`config.mk`:
```
export PLATFORM = sky130hd
export DESIGN_NAME = pipeline_hazard_ctrl
export DESIGN_NICKNAME = d
export VERILOG_FILES = /design/src/rtl/cpu_types_pkg.sv /design/src/rtl/hazard_detect.sv /design/src/rtl/pipeline_hazard_ctrl.sv
export SDC_FILE = /design/constraint.sdc
export NUM_CORES = 1
export LEC_CHECK = 0
export ABC_AREA = 0
export CORE_MARGIN = 2
export CORE_UTILIZATION = 40
export CTS_BUF_LIST = sky130_fd_sc_hd__clkbuf_4 sky130_fd_sc_hd__clkbuf_8
export CTS_CLUSTER_SIZE = 24
export DETAILED_ROUTE_END_ITERATION = 8
export PLACE_DENSITY = 0.71
export SYNTH_ARGS = -nofsm -noshare
export SYNTH_HDL_FRONTEND = slang
export SYNTH_SLANG_ARGS = --single-unit
```
`constraint.sdc`:
```
create_clock -name CLK -period 2.4 [get_ports CLK]
set_input_delay 0.36 -clock CLK [delete_from_list [all_inputs] [get_ports CLK]]
set_output_delay 0.36 -clock CLK [all_outputs]
set_load 0.05 [all_outputs]
```
`src/rtl/cpu_types_pkg.sv`:
```
// Shared CPU types: register indices, hazard-controller states and the
// per-stage enable/flush pair used to hook up pipeline registers uniformly.
package cpu_types_pkg;

    localparam int REGBITS_W = 5;

    typedef logic [REGBITS_W-1:0] regbits_t;

    typedef enum logic [1:0] {
        RUN     = 2'd0,
        MEMWAIT = 2'd1,
        HALTED  = 2'd2
    } hz_state_t;

    typedef struct packed {
        logic en;
        logic flush;
    } stage_ctrl_t;

    // Common stage control encodings
    localparam stage_ctrl_t STG_HOLD   = '{en: 1'b0, flush: 1'b0};
    localparam stage_ctrl_t STG_ADV    = '{en: 1'b1, flush: 1'b0};
    localparam stage_ctrl_t STG_BUBBLE = '{en: 1'b1, flush: 1'b1};
    localparam stage_ctrl_t STG_RESET  = '{en: 1'b0, flush: 1'b1};

endpackage

```
`src/rtl/hazard_detect.sv`:
```
// Load-use hazard compare: the load in EX writes a register that the
// instruction in ID reads. Register 0 never creates a dependency.
module hazard_detect #(
    parameter int REG_W = 5
) (
    input  logic             i_ex_memread,
    input  logic [REG_W-1:0] i_ex_rt,
    input  logic [REG_W-1:0] i_id_rs,
    input  logic [REG_W-1:0] i_id_rt,
    input  logic             i_id_uses_rt,
    output logic             o_lu_stall
);

    logic w_rs_match;
    logic w_rt_match;

    assign w_rs_match = (i_ex_rt == i_id_rs);
    assign w_rt_match = i_id_uses_rt & (i_ex_rt == i_id_rt);
    assign o_lu_stall = i_ex_memread & (i_ex_rt != '0) & (w_rs_match | w_rt_match);

endmodule

```
`src/rtl/pipeline_hazard_ctrl.sv`:
```
// Central hazard sequencer for the 5-stage pipeline: stage enables/flushes,
// PC enable, gated data-cache requests, sticky halt and a stall counter.
module pipeline_hazard_ctrl
    import cpu_types_pkg::*;
#(
    parameter int CNT_W = 32,
    parameter int REG_W = 5
) (
    input  logic             CLK,
    input  logic             RST,
    input  logic             iHit,
    input  logic             dHit,
    input  logic             m_dREN,
    input  logic             m_dWEN,
    input  logic             ex_memread,
    input  logic [REG_W-1:0] ex_rt,
    input  logic [REG_W-1:0] id_rs,
    input  logic [REG_W-1:0] id_rt,
    input  logic             id_uses_rt,
    input  logic             ex_branch_taken,
    input  logic             id_jump,
    input  logic             wb_halt,
    output logic             pc_en,
    output logic             ifid_en,
    output logic             ifid_flush,
    output logic             idex_en,
    output logic             idex_flush,
    output logic             exm_en,
    output logic             exm_flush,
    output logic             mwb_en,
    output logic             mwb_flush,
    output logic             dREN_gated,
    output logic             dWEN_gated,
    output logic             halt,
    output logic [CNT_W-1:0] stall_cnt
);

    hz_state_t        r_state;
    hz_state_t        w_state_nxt;
    logic             r_dmem_done;
    logic [CNT_W-1:0] r_stall_cnt;

    logic             w_memreq;
    logic             w_lu_stall;
    logic             w_pc_en;
    stage_ctrl_t      w_ifid;
    stage_ctrl_t      w_idex;
    stage_ctrl_t      w_exm;
    stage_ctrl_t      w_mwb;

    // An access already satisfied while EX_M was held must not go out again.
    assign w_memreq = (m_dREN | m_dWEN) & ~r_dmem_done;

    hazard_detect #(
        .REG_W(REG_W)
    ) u_hazard_detect (
        .i_ex_memread(ex_memread),
        .i_ex_rt     (ex_rt),
        .i_id_rs     (id_rs),
        .i_id_rt     (id_rt),
        .i_id_uses_rt(id_uses_rt),
        .o_lu_stall  (w_lu_stall)
    );

    // Prioritised stage control; the default freezes every stage.
    always_comb begin
        w_pc_en = 1'b0;
        w_ifid  = STG_HOLD;
        w_idex  = STG_HOLD;
        w_exm   = STG_HOLD;
        w_mwb   = STG_HOLD;
        if (RST) begin
            w_ifid = STG_RESET;
            w_idex = STG_RESET;
            w_exm  = STG_RESET;
            w_mwb  = STG_RESET;
        end else if (r_state == HALTED) begin
            w_pc_en = 1'b0;
        end else if (w_memreq & ~dHit) begin
            w_pc_en = 1'b0;
        end else if (~iHit) begin
            if (w_memreq) begin
                // Data access completes this cycle but EX_M holds; everything
                // upstream must hold too or the ID_EX instruction would be lost.
                w_pc_en = 1'b0;
            end else if (w_lu_stall) begin
                w_idex = STG_BUBBLE;
                w_exm  = STG_ADV;
                w_mwb  = STG_ADV;
            end else begin
                w_ifid = STG_BUBBLE;
                w_idex = STG_ADV;
                w_exm  = STG_ADV;
                w_mwb  = STG_ADV;
            end
        end else if (ex_branch_taken) begin
            w_pc_en = 1'b1;
            w_ifid  = STG_BUBBLE;
            w_idex  = STG_BUBBLE;
            w_exm   = STG_ADV;
            w_mwb   = STG_ADV;
        end else if (w_lu_stall) begin
            w_idex = STG_BUBBLE;
            w_exm  = STG_ADV;
            w_mwb  = STG_ADV;
        end else if (id_jump) begin
            w_pc_en = 1'b1;
            w_ifid  = STG_BUBBLE;
            w_idex  = STG_ADV;
            w_exm   = STG_ADV;
            w_mwb   = STG_ADV;
        end else begin
            w_pc_en = 1'b1;
            w_ifid  = STG_ADV;
            w_idex  = STG_ADV;
            w_exm   = STG_ADV;
            w_mwb   = STG_ADV;
        end
    end

    // Next-state logic: halt is accepted only when M_WB actually advances.
    always_comb begin
        w_state_nxt = r_state;
        unique case (r_state)
            RUN: begin
                if (wb_halt & w_mwb.en)
                    w_state_nxt = HALTED;
                else if (w_memreq & ~dHit)
                    w_state_nxt = MEMWAIT;
            end
            MEMWAIT: begin
                if (wb_halt & w_mwb.en)
                    w_state_nxt = HALTED;
                else if (dHit)
                    w_state_nxt = RUN;
            end
            HALTED:  w_state_nxt = HALTED;
            default: w_state_nxt = RUN;
        endcase
    end

    // State register; reset abandons any outstanding data access.
    always_ff @(posedge CLK) begin
        if (RST)
            r_state <= RUN;
        else
            r_state <= w_state_nxt;
    end

    // Remember a data access that finished while EX_M could not advance.
    always_ff @(posedge CLK) begin
        if (RST)
            r_dmem_done <= 1'b0;
        else if (w_exm.en)
            r_dmem_done <= 1'b0;
        else if (w_memreq & dHit & ~iHit & (r_state != HALTED))
            r_dmem_done <= 1'b1;
    end

    // Saturating count of cycles in which the PC did not advance.
    always_ff @(posedge CLK) begin
        if (RST)
            r_stall_cnt <= '0;
        else if (~w_pc_en & (r_state != HALTED) & (r_stall_cnt != '1))
            r_stall_cnt <= r_stall_cnt + CNT_W'(1);
    end

    assign halt       = (r_state == HALTED);
    assign dREN_gated = m_dREN & ~r_dmem_done & ~halt & ~RST;
    assign dWEN_gated = m_dWEN & ~r_dmem_done & ~halt & ~RST;

    assign pc_en      = w_pc_en;
    assign ifid_en    = w_ifid.en;
    assign ifid_flush = w_ifid.flush;
    assign idex_en    = w_idex.en;
    assign idex_flush = w_idex.flush;
    assign exm_en     = w_exm.en;
    assign exm_flush  = w_exm.flush;
    assign mwb_en     = w_mwb.en;
    assign mwb_flush  = w_mwb.flush;
    assign stall_cnt  = r_stall_cnt;

endmodule
```
==> results of run 1 <==
[Yosys cell counts (2+ instances only)]
cell type,instances
clkbuf_1,7
and4_1,4
o31ai_1,5
and2_1,5
or2_2,2
a21o_1,3
and3_1,9
nand2b_1,4
buf_4,4
nand4_1,15
dfxtp_1,35
inv_1,5
buf_1,2
nand3_1,15
mux2_2,5
buf_2,2
or4_1,8
nor2b_1,11
or3_1,16
nand2_1,15
a21oi_1,26
xnor2_1,10
o21ai_0,19
nor2_1,16
nor3_1,12
[critical path, cell delays in order]
cell,delay (ns)
clkdlybuf4s15_1,0.23
or4_4,0.52
o21ai_4,0.17
nor2b_4,0.08
a2111oi_4,0.38
clkbuf_16,0.23
[power breakdown]
part           switching [mW]  internal, mW  total [mW]
clock                   0.222         0.261       0.483
sequential             0.0123         0.592       0.604
combinational           0.191         0.161       0.352
[through the flow]
step,cell area (µm²),setup TNS [ns],cells,hold WS (ns),utilization (%)
global placement,3160,-3.16,424,0.490,61.1
detailed placement,3160,-4.16,424,0.495,61.1
CTS,3290,0,433,0.508,63.6
floorplan,2220,0,278,0.449,-
finish,3310,0,435,0.505,64.1
global route,3310,-0.0344,435,0.535,64.1
[registers in the layout, indices dropped and copies added (netlist names)]
signal       count
r_state          2
r_dmem_done      1
stall_cnt       32
[cell type report]
| type | count | area share [%] |
|---|---|---|
| clock buffer | 7 | 2.91 |
| tap | 70 | 2.64 |
| multi-input combinational | 222 | 43.6 |
| sequential | 35 | 21.5 |
| clock inverter | 1 | 0.227 |
| inverter | 6 | 0.717 |
| timing repair buffer | 94 | 28.4 |
[cells by family (layout without fill, tap and decap cells)]
family	count (synthesis)	after routing	share of synthesized area (%)
mux	7	7	3.57
flops	35	35	32.2
xor+xnor	10	10	4.03
fa+ha+maj	1	1	0.575
buf+inv	21	108	4.43
compound gates	66	66	18.1
simple gates	138	138	37.1
[how the worst min path moves through the flow]
stage                              start                    endpoint  slack [ns]
3_5_place_dp   stall_cnt[4]$_SDFFE_PP0P_   stall_cnt[4]$_SDFFE_PP0P_        0.50
2_1_floorplan                    wb_halt     r_state[0]$_SDFFE_PP0P_        0.45
6_report       stall_cnt[4]$_SDFFE_PP0P_   stall_cnt[4]$_SDFFE_PP0P_        0.51
5_1_grt                              RST  stall_cnt[24]$_SDFFE_PP0P_        0.54
4_1_cts        stall_cnt[4]$_SDFFE_PP0P_   stall_cnt[4]$_SDFFE_PP0P_        0.51
3_3_place_gp   stall_cnt[4]$_SDFFE_PP0P_   stall_cnt[4]$_SDFFE_PP0P_        0.49
[routing by layer]
| metal | up-vias | global-route usage (%) | routed length, µm |
|---|---|---|---|
| met4 | 0 | 3.57 | 0 |
| met1 | 1120 | 28.0 | 2850 |
| li1 | 1204 | - | - |
| met5 | - | 0 | 0 |
| met3 | 0 | 5.00 | 286 |
| met2 | 50 | 34.1 | 3050 |
[what timing repair did]
| action | 4_1_cts | 5_1_grt |
|---|---|---|
| hold buffers | 0 | 0 |
| pin swaps | 2 | 5 |
| setup endpoints to repair | 4 | 6 |
| cloned | 0 | 0 |
| resized for setup | 9 | 9 |
| setup buffers | 1 | 2 |
==> results_dict.tcl, run 1 <==
set metrics [dict create \
    maxCapViolations 0 \
    finalCritPeriodShare_pct 97.5 \
    clockRootBuffer "clkbuf_8" \
    firstDrtPassIters 4 \
    multi_input_area_mm2 0.00144 \
    grt_pass1_vias 2155 \
    dieHeight_um 77.7 \
    avgViaCountPerCell 5.46 \
    final_nets 391 \
    async_flop_share_pct 0 \
    dp_hpwl_um 4480 \
    cts_max_path_buffers 2 \
    drc_errors 0 \
    gr-total-overflow 0 \
    avgSynthCellArea_um2 7.82 \
    drive_above_1_share_pct 21.6 \
    end_kind "output port" \
    antenna_found_initial 0 \
    ys_ff_latch 35 \
    synth_fp_nets 305 \
    gp_congestion 0.782 \
    post-route-min-period_ns 2.34 \
    synth_top_area_share_pct 32.2 \
    synth_warnings 0 \
    clkTransAtPathRegs_ns 0.07 \
    synth-edff-count 0 \
    fillers 444 \
    cts_tree "yes" \
    holdPathStages 2 \
    syn_area_mm2 0.00217 \
    synth_seq_area_share_pct 32.2 \
    row_count 26 \
    synthFlopType "dfxtp_1" \
    cp_data_arrival_time_ns 1.98 \
    outcome "complete, no violations" \
    clkLatencyLatePin_ns 0.29 \
    synthTopCellsByArea "dfxtp_1, a21oi_1, or3_1" \
    mostFrequentLayoutCells "clkdlybuf4s50_1, buf_4, a21oi_1, dfxtp_1, o21ai_0" \
    grt_usage_pct 20.8 \
    port_buffers 69 \
    final.setup.worst_slack_ns 0.0609 \
    vias 2374 \
    peakVddDrop_mv 0.348 \
    die_area_mm2 0.00604 \
    drt_wl_total_um 6180 \
    slew_violations 0 \
    htreeDepth 2 \
    worstRegToRegCells 7 \
    power-per-cell-area_mw_per_mm2 434 \
    hold_class "flop to flop" \
    wl_per_cell_um 14.2 \
    cp-start-kind "input pin" \
    seq_area_um2 713 \
    regToRegEndpoint "stall_cnt[28]$_SDFFE_PP0P_" \
    n_antenna_cell 0 \
    clock_sinks 35 \
    area_delta_synth_final_pct 52.4 \
    rrSetupSlack_ns 0.15 \
    max_slew_margin_pct 65.6 \
    synth_cells 278 \
    fp.dieW_um 77.7 \
    leakagePower_nw 1.20 \
    synth_cell_type_count 48 \
    grt_pass1_wl_um 10400 \
    coreArea_mm2 0.00517 \
    crit_required_ns 2.04 \
    grt_max_degree 39 \
    worstMarginPinSlew_ns 0.514 \
    worstSetupStartpoint "ex_rt[3]" \
    final_common_cell "clkdlybuf4s50_1" \
    crit_end "pc_en" \
    setup_viol 0 \
    ant_nets 0 \
    hold_violations 0 \
    cp_max_fo 4 \
    skew_ns 0.00992 \
    tritoncts.num_buffers 5 \
    worstSetupPathType "input pin to output port" \
    dpl_worst_slack_ns -0.252 \
    fmax_mhz 428 \
    power_mw 1.44 \
    io_pins 70 \
    initial_core_util_pct 42.0 \
    timing.rr.start "stall_cnt[5]$_SDFFE_PP0P_" \
    drt_iter0_markers 127 \
    synth_area_leader_cell "dfxtp_1" \
]
Power figures use the tool's default switching activity.
==> run 2, diff against run 1 <==
==> constraint.sdc (replaced) <==
create_clock -name CLK -period 2.4 [get_ports CLK]
set_input_delay 0.36 -clock CLK [delete_from_list [all_inputs] [get_ports CLK]]
set_output_delay 0.36 -clock CLK [all_outputs]
set_load 0.02 [all_outputs]
==> results_dict.tcl, run 2 (same netlist as run 1, synthesis figures left out) <==
set metrics [dict create \
    fp.dieW_um 77.7 \
    die_area_mm2 0.00604 \
    crit_required_ns 2.04 \
    finalCritPeriodShare_pct 98.9 \
    clkLatencyLatePin_ns 0.29 \
    clkTransAtPathRegs_ns 0.07 \
    avgViaCountPerCell 5.55 \
    firstDrtPassIters 4 \
    drc_errors 0 \
    cp_slowest_cell "or4_4" \
    timing.rr.start "stall_cnt[2]$_SDFFE_PP0P_" \
    max_slew_margin_pct 69.1 \
    cp_max_fo 3 \
    cp_data_arrival_time_ns 2.01 \
    crit_end "idex_flush" \
    slew_violations 0 \
    dpl_worst_slack_ns -0.574 \
    area_delta_synth_final_pct 53.8 \
    worstRegToRegCells 7 \
    crit_path_max_incr_delay_ns 0.53 \
    setup_viol 0 \
    dp_hpwl_um 4360 \
    mostFrequentLayoutCells "clkdlybuf4s50_1, dfxtp_1, a21oi_1, buf_4, o21ai_0" \
    cts_max_path_buffers 2 \
    port_buffers 69 \
    end_kind "output port" \
    worstSetupStartpoint "ex_rt[2]" \
    worstSetupPathType "input pin to output port" \
    hold_buffers 0 \
    tritoncts.num_buffers 5 \
    dieHeight_um 77.7 \
    cts_tree "yes" \
    skew_ns 0.00762 \
    power-per-cell-area_mw_per_mm2 438 \
    rrSetupSlack_ns 0.11 \
    final_nets 398 \
    crit_chain "dlygate4sd2_1, or4_4, o21ai_4, buf_6, nor2b_4, buf_6, a21o_1, a21o_1, buf_6" \
    final_common_cell "clkdlybuf4s50_1" \
    hold_class "flop to flop" \
    gp_congestion 0.799 \
    peakVddDrop_mv 0.264 \
    post-route-min-period_ns 2.37 \
    drt_wl_total_um 6460 \
    crit_path_frequent_cell "buf_6" \
    drt_iter0_markers 125 \
    htreeDepth 2 \
    hold_violations 0 \
    grt_pass1_vias 2147 \
    n_antenna_cell 0 \
    antenna_found_initial 0 \
    row_count 26 \
    clock_sinks 35 \
    cp-start-kind "input pin" \
    grt_max_degree 46 \
    largest_reg_flops 32 \
    whs_ns 0.508 \
    final.setup.worst_slack_ns 0.0265 \
    coreArea_mm2 0.00517 \
    clockRootBuffer "clkbuf_8" \
    io_pins 70 \
    ant_nets 0 \
    leakagePower_nw 1.21 \
    fmax_mhz 421 \
    outcome "complete, no violations" \
    rsz0062_at_grt "yes" \
    vias 2451 \
    grt_pass1_wl_um 10100 \
    initial_core_util_pct 42.0 \
    drive_above_1_share_pct 19.4 \
    maxCapViolations 0 \
    worstMarginPinSlew_ns 0.459 \
    wl_per_cell_um 14.6 \
    gr-total-overflow 0 \
    grt_usage_pct 20.4 \
    regToRegEndpoint "stall_cnt[28]$_SDFFE_PP0P_" \
]
## run 2: changes by cell type in the layout (fill, tap and decap cells not counted), sizes merged
cell	delta
clkdlybuf4s50	+4
bufinv	+1
clkinv	+1
dlymetal6s2s	-1
dlygate4sd2	+6
clkbuf	-3
clkinvlp	-1
## run 2: layout make-up
cell class | instances | area (µm²)
sequential | 35 | 701
fill | 472 | 1830
tap | 70 | 87.6
clock buffer | 6 | 82.6
timing repair buffer | 101 | 947
clock inverter | 2 | 35.0
multi-input combinational | 222 | 1470
inverter | 6 | 23.8
## run 2: worst max-delay path: cells and delay by family
family | cells | cell delay (ns)
buffers and inverters | 4 | 0.61
and+or+nand+nor | 2 | 0.57
AOI/OAI and AO/OA | 3 | 0.48
## run 2: worst min path at each step
stage / slack (ns) / to / start / cells past startpoint
finish: 0.51 / stall_cnt[28]$_SDFFE_PP0P_ / stall_cnt[28]$_SDFFE_PP0P_ / 2
global route: 0.54 / stall_cnt[19]$_SDFFE_PP0P_ / stall_cnt[19]$_SDFFE_PP0P_ / 2
CTS: 0.51 / stall_cnt[28]$_SDFFE_PP0P_ / stall_cnt[28]$_SDFFE_PP0P_ / 2
detailed placement: 0.50 / stall_cnt[28]$_SDFFE_PP0P_ / stall_cnt[28]$_SDFFE_PP0P_ / 2
global placement: 0.49 / stall_cnt[28]$_SDFFE_PP0P_ / stall_cnt[28]$_SDFFE_PP0P_ / 2
floorplan: 0.45 / r_state[0]$_SDFFE_PP0P_ / wb_halt / 1
## run 2: what timing repair did
item                       4_1_cts  5_1_grt
gates cloned                     2        1
buffers inserted                 3        2
hold endpoints to repair         0        0
setup endpoints to repair        9       27
gates resized for setup         38       18
pin swaps                        2        9
## run 2: routing by layer
layer	vias up	wire length (µm)	track usage [%]
met5	-	0	0
met1	1170	2970	27.8
li1	1218	-	-
met2	55	3180	33.3
met3	8	241	3.60
met4	0	64	5.00
## run 2: through the flow
stage          std cells  util, %  power, mW  cell area [µm²]   TNS (ns)
2_1_floorplan        278        -      0.744             2180    -0.0146
3_3_place_gp         427     59.3      0.881             3070      -4.51
3_5_place_dp         427     59.3      0.884             3070      -5.39
4_1_cts              440     62.6       1.45             3240  -0.000537
5_1_grt              442     64.7       1.52             3340    -0.0462
6_report             442     64.7       1.46             3340          0
## run 2: report_power, final
group / leakage (nW) / internal [mW] / switching (mW) / total, mW
clock: 0.0612 / 0.336 / 0.221 / 0.557
sequential: 0.283 / 0.590 / 0.00948 / 0.600
combinational: 0.867 / 0.157 / 0.150 / 0.307
